==> src/rtl/pea_firing_scheduler.sv <==
// Dataflow firing scheduler for the PEA actor: gates invoke on FIFO population/space for the
// current mode, waits for firing-complete, flags hung firings and keeps firing/stall statistics.
//
//   state   | meaning
//   --------+------------------------------------------------------------
//   IDLE    | scheduling disabled, waiting for run
//   CHECK   | evaluating the enable condition for the registered mode
//   FIRE    | one-cycle invoke pulse to the actor
//   WAIT    | firing in progress, waiting for FC, watchdog counting
//   ERROR   | firing timed out; invoke held low until clr_err
module pea_firing_scheduler #(
  parameter  int word_size   = 16,
  parameter  int buffer_size = 1024,
  parameter  int TIMEOUT     = 4096,
  localparam int AW          = $clog2(buffer_size)
) (
  input  logic          clk,
  input  logic          rst,
  input  logic          run,
  input  logic          clr_err,
  input  logic [AW-1:0] command_pop,
  input  logic [AW-1:0] data_pop,
  input  logic [AW-1:0] result_free_space,
  input  logic [AW-1:0] status_free_space,
  input  logic [4:0]    req_count,
  input  logic          FC,
  input  logic [1:0]    next_mode_out,
  output logic          invoke,
  output logic [1:0]    next_mode_in,
  output logic          busy,
  output logic          timeout_err,
  output logic [15:0]   fire_count,
  output logic [15:0]   stall_count
);

  localparam int TW = (TIMEOUT > 1) ? $clog2(TIMEOUT) : 1;
  localparam int CW = (AW > 5) ? AW : 5;

  localparam logic [1:0] MODE_COMMAND = 2'b00;
  localparam logic [1:0] MODE_DATA    = 2'b01;
  localparam logic [1:0] MODE_RESULT  = 2'b10;
  localparam logic [1:0] MODE_STATUS  = 2'b11;

  if (word_size < 1) begin : g_word_size_check
    $error("word_size must be at least 1");
  end

  typedef enum logic [2:0] {
    S_IDLE  = 3'd0,
    S_CHECK = 3'd1,
    S_FIRE  = 3'd2,
    S_WAIT  = 3'd3,
    S_ERROR = 3'd4
  } state_t;

  state_t        state;
  state_t        state_nxt;
  logic [1:0]    mode;
  logic [TW-1:0] wait_cnt;
  logic          enable;
  logic          timeout_hit;
  logic          fc_accept;
  logic [CW-1:0] req_ext;
  logic [CW-1:0] data_ext;
  logic [CW-1:0] result_ext;

  assign req_ext     = CW'(req_count);
  assign data_ext    = CW'(data_pop);
  assign result_ext  = CW'(result_free_space);
  assign timeout_hit = (wait_cnt == TW'(TIMEOUT - 1));
  assign fc_accept   = (state == S_WAIT) && FC;

  always_comb begin
    enable = 1'b0;
    case (mode)
      MODE_COMMAND: enable = (command_pop != '0);
      MODE_DATA:    enable = (data_ext >= req_ext);
      MODE_RESULT:  enable = (result_ext >= req_ext) && (status_free_space != '0);
      MODE_STATUS:  enable = (status_free_space != '0);
      default:      enable = 1'b0;
    endcase
  end

  always_ff @(posedge clk or posedge rst) begin
    if (rst) state <= S_IDLE;
    else     state <= state_nxt;
  end

  always_comb begin
    state_nxt = state;
    case (state)
      S_IDLE:  if (run) state_nxt = S_CHECK;
      S_CHECK: begin
        if (!run)        state_nxt = S_IDLE;
        else if (enable) state_nxt = S_FIRE;
      end
      S_FIRE:  state_nxt = S_WAIT;
      // FC in the same cycle as the watchdog expiring counts as a completed firing
      S_WAIT: begin
        if (FC)               state_nxt = run ? S_CHECK : S_IDLE;
        else if (timeout_hit) state_nxt = S_ERROR;
      end
      S_ERROR: if (clr_err) state_nxt = S_IDLE;
      default: state_nxt = S_IDLE;
    endcase
  end

  always_comb begin
    invoke = 1'b0;
    busy   = 1'b0;
    case (state)
      S_FIRE: begin
        invoke = 1'b1;
        busy   = 1'b1;
      end
      S_WAIT:  busy = 1'b1;
      default: begin
        invoke = 1'b0;
        busy   = 1'b0;
      end
    endcase
  end

  assign next_mode_in = mode;

  always_ff @(posedge clk or posedge rst) begin
    if (rst) begin
      wait_cnt <= '0;
    end else if (state == S_FIRE) begin
      wait_cnt <= '0;
    end else if (state == S_WAIT) begin
      if (FC || timeout_hit) wait_cnt <= '0;
      else                   wait_cnt <= wait_cnt + 1'b1;
    end
  end

  always_ff @(posedge clk or posedge rst) begin
    if (rst) begin
      mode       <= MODE_COMMAND;
      fire_count <= '0;
    end else if (fc_accept) begin
      mode <= next_mode_out;
      if (fire_count != 16'hFFFF) fire_count <= fire_count + 16'd1;
    end
  end

  always_ff @(posedge clk or posedge rst) begin
    if (rst) begin
      stall_count <= '0;
    end else if ((state == S_CHECK) && run && !enable && (stall_count != 16'hFFFF)) begin
      stall_count <= stall_count + 16'd1;
    end
  end

  always_ff @(posedge clk or posedge rst) begin
    if (rst) begin
      timeout_err <= 1'b0;
    end else if ((state == S_ERROR) && clr_err) begin
      timeout_err <= 1'b0;
    end else if ((state == S_WAIT) && !FC && timeout_hit) begin
      timeout_err <= 1'b1;
    end
  end

endmodule
==> config.mk <==
export PLATFORM = sky130hd
export DESIGN_NAME = pea_firing_scheduler
export DESIGN_NICKNAME = d
export VERILOG_FILES = /design/src/rtl/pea_firing_scheduler.sv
export SDC_FILE = /design/constraint.sdc
export NUM_CORES = 1
export LEC_CHECK = 0
export BUFFER_PORTS_ARGS = -buffer_cell sky130_fd_sc_hd__buf_2
export CORE_ASPECT_RATIO = 0.5
export CORE_UTILIZATION = 46
export CTS_BUF_LIST = sky130_fd_sc_hd__clkbuf_16
export CTS_CLUSTER_DIAMETER = 80
export DETAILED_ROUTE_END_ITERATION = 12
export GPL_TIMING_DRIVEN = 0
export PLACE_DENSITY = 0.75
export SLEW_MARGIN = 30
export SYNTH_ARGS = -nofsm -noshare
export SYNTH_HDL_FRONTEND = slang
export SYNTH_SLANG_ARGS = --single-unit
==> constraint.sdc <==
create_clock -name clk -period 1.87 [get_ports clk]
set_input_delay 0.2805 -clock clk [delete_from_list [all_inputs] [get_ports clk]]
set_output_delay 0.2805 -clock clk [all_outputs]
set_load 0.01 [all_outputs]
==> results.yml <==
routing:
  post-route-drc-count: 1
  wl_per_cell_um: 14.4
  via_count: 2571
  dr.pass1.iters: 10
  drt_iter0_markers: 94
  ant_nets: 0
  routed_wl_um: 6750
  vias_per_cell: 5.49
clocking:
  cts_buffers: 5
  clock-sinks: 50
  clk_pin_slew_worst_paths_ns: 0.07
  cts_tree: "built"
  cts_buffer_depth: 2
  clock-root-buffer: "clkbuf_16"
  clock_latency_ns: 0.29
  cts-htree-levels: 2
placement:
  globalplace.congestion: 0.796
  dp.cells: 449
  port_buffers: 88
  dpl-instance-area_um2: 3370
  dp_slack_ns: -0.231
  hpwlAfterDp_um: 4930
sta:
  post-route-period-util: 1.01
  slew_headroom: 0.585
  worst_slack_ns: -0.0112
  period_minus_slack_ns: 1.88
  tightest_slew_ns: 0.622
  max_clock_freq_mhz: 532
  finalSetupViolations: 2
  rsz0062_at_grt: "true"
  finalHoldViolCount: 0
  slew_violations: 0
  clock_skew_ns: 0.00633
global_route:
  grt-ovfl-total: 0
  grt.total_usage: 0.222
  grt_pass1_wl_um: 11200
  antenna_found_initial: 0
  grt_max_degree: 51
  first_global_vias: 2395
critical_path:
  path_class: "reg2reg"
  worstReg2RegStart: "next_mode_in[0]$_DFFE_PP0P_"
  cp.buffers_inverters: 1
  critPathLaunch: "next_mode_in[0]$_DFFE_PP0P_"
  cp.arrival_ns: 2.06
  cp_top_family: "compound AO/OA/AOI/OAI gates"
  critPathRequiredTime_ns: 2.05
  cp_slowest_cell: "dfrtp_2"
  start_kind: "register"
  cp-end-kind: "register"
  crit_fanout: 5
  worstReg2RegEnd: "stall_count[11]$_DFFE_PP0P_"
  max_stage_delay_ns: 0.44
  rr_worst_depth: 7
  reg2reg_slack_ns: -0.01
  crit_path_cell_trace: "nor4_2 -> o311a_1 -> o41ai_2 -> a31oi_4 -> buf_4 -> nand4_1 -> xnor2_1"
cells_and_area:
  diodes: 0
  final_common_cell: "buf_2"
  final_cell_area_um2: 3680
  final.fill_count: 453
  mostFrequentLayoutCells: "buf_2 (88), dfrtp_1 (47), nand2_1 (37), xnor2_1 (23), nand4_1 (18)"
  drive_gt1_frac: 0.367
  syn2layout_area_growth_pct: 31.7
  fin_cells: 468
  finalNetCount: 459
synthesis:
  synth.distinct_cells: 47
  synth-seq-area-share: 0.447
  yosysWarnings: 0
  synthesis.instances: 288
  syn-num-nets: 353
  synth_area_um2: 2800
  avgSynthCellArea_um2: 9.71
  ys_ff_latch: 50
pwr:
  p_leak_uw: 0.00180
  cellPowerDensity_nw_per_um2: 893
  ir_worst_vdd_uv: 393
die:
  start_util: 0.494
  die_y_um: 57.1
  ios: 89
  num_rows: 19
  core_um2: 5660
  die-area_um2: 6410
  die_w_um: 112
outcome:
  status: "finished, violations left"
  failed_checks: "design-rule violations, negative setup slack"
hold_path:
  hold_path_class: "in2async"
job:
  maxCapViolCount: 0
## cell families after synthesis
group | count (synthesis) | share of synthesized area
AND/OR/NAND/NOR | 129 | 0.249
flip-flops | 50 | 0.447
AO/OA/AOI/OAI | 48 | 0.119
XOR/XNOR | 29 | 0.0908
buffers and inverters | 17 | 0.0282
adder cells (fa/ha/maj) | 13 | 0.0582
multiplexers | 2 | 0.00805
## sequential cells by signal, indices dropped and copies added, names as in the netlist
| signal | flops |
|---|---|
| state | 3 |
| wait_cnt | 12 |
| next_mode_in | 2 |
| stall_count | 16 |
| fire_count | 16 |
| timeout_err | 1 |
## final cells by class
cell class,count,area (um2),area share
plain buffers,3,30.0,0.00815
clock buffers,5,125,0.0340
clock inverters,3,21.3,0.00577
inverters,14,60.1,0.0163
multi-input cells,221,1570,0.427
flip-flops and latches,50,1250,0.341
well taps,73,91.3,0.0248
repair buffers,99,527,0.143
## synthesized netlist by cell type (all sizes together)
master / instances / area [um2]
a211oi: 1 / 7.51
a21o: 1 / 7.51
a21oi: 10 / 61.3
a22o: 1 / 8.76
a31o: 1 / 8.76
a31oi: 7 / 58.8
and2: 2 / 12.5
and3: 14 / 90.1
and3b: 1 / 8.76
and4: 3 / 26.3
and4bb: 1 / 12.5
buf: 3 / 26.3
dfrtp: 50 / 1250
ha: 13 / 163
inv: 14 / 52.6
mux2: 2 / 22.5
nand2: 39 / 151
nand2b: 2 / 12.5
nand3: 18 / 95.1
nand3b: 1 / 7.51
nand4: 19 / 134
nor2: 15 / 56.3
nor3: 6 / 35.0
nor4: 5 / 31.3
nor4b: 1 / 8.76
o21a: 1 / 7.51
o21ai: 17 / 85.1
o22ai: 1 / 6.26
o311a: 2 / 20.0
o31a: 1 / 8.76
o31ai: 1 / 7.51
o32a: 1 / 10.0
o41ai: 3 / 33.8
or3: 1 / 6.26
or4: 1 / 7.51
xnor2: 23 / 201
xor2: 6 / 52.6
## layer usage
layer  vias to the layer above  share of wire  wire length, um  GRT usage
li1                       1260              -                -          -
met1                      1246           0.48             3240      0.301
met2                        54           0.47             3200      0.362
met3                        11          0.033              220     0.0499
met4                         0          0.013               88     0.0648
met5                         -              0                0          0
## worst max path at each step
| stage | end | slack, ns | depth (start not counted) |
|---|---|---|---|
| after floorplan | stall_count[1]$_DFFE_PP0P_ | 0.03 | 6 |
| after global placement | stall_count[0]$_DFFE_PP0P_ | -0.37 | 2 |
| after detailed placement | stall_count[1]$_DFFE_PP0P_ | -0.23 | 8 |
| after CTS | fire_count[8]$_DFFE_PP0P_ | 0.008 | 8 |
| after global routing | stall_count[6]$_DFFE_PP0P_ | -0.11 | 7 |
| final | stall_count[11]$_DFFE_PP0P_ | -0.01 | 7 |
## metrics by stage
stage,hold slack (ns),power (uW),util,setup TNS [ns]
finish,0.0634,3290,0.651,-0.0167
CTS,0.0928,3230,0.634,0
global route,0.122,3480,0.651,-1.26
global placement,0.472,2220,0.595,-14.80
detailed placement,0.405,2260,0.596,-4.08
floorplan,0.386,1930,-,0
## timing repair
item	in CTS	in global routing
hold buffers	0	0
resized for setup	12	12
setup endpoints to repair	31	33
hold endpoints to repair	0	0
setup buffers	4	6
gates cloned	0	1
pin swaps	3	7
## where the power goes
group	internal [uW]	leakage, uW	total, uW	switching, uW
logic	436	0.00105	981	544
registers	1220	0.000678	1400	187
clock network	496	0.0000698	904	408
total	2150	0.00180	3290	1140
Power figures use the tool's default switching activity.
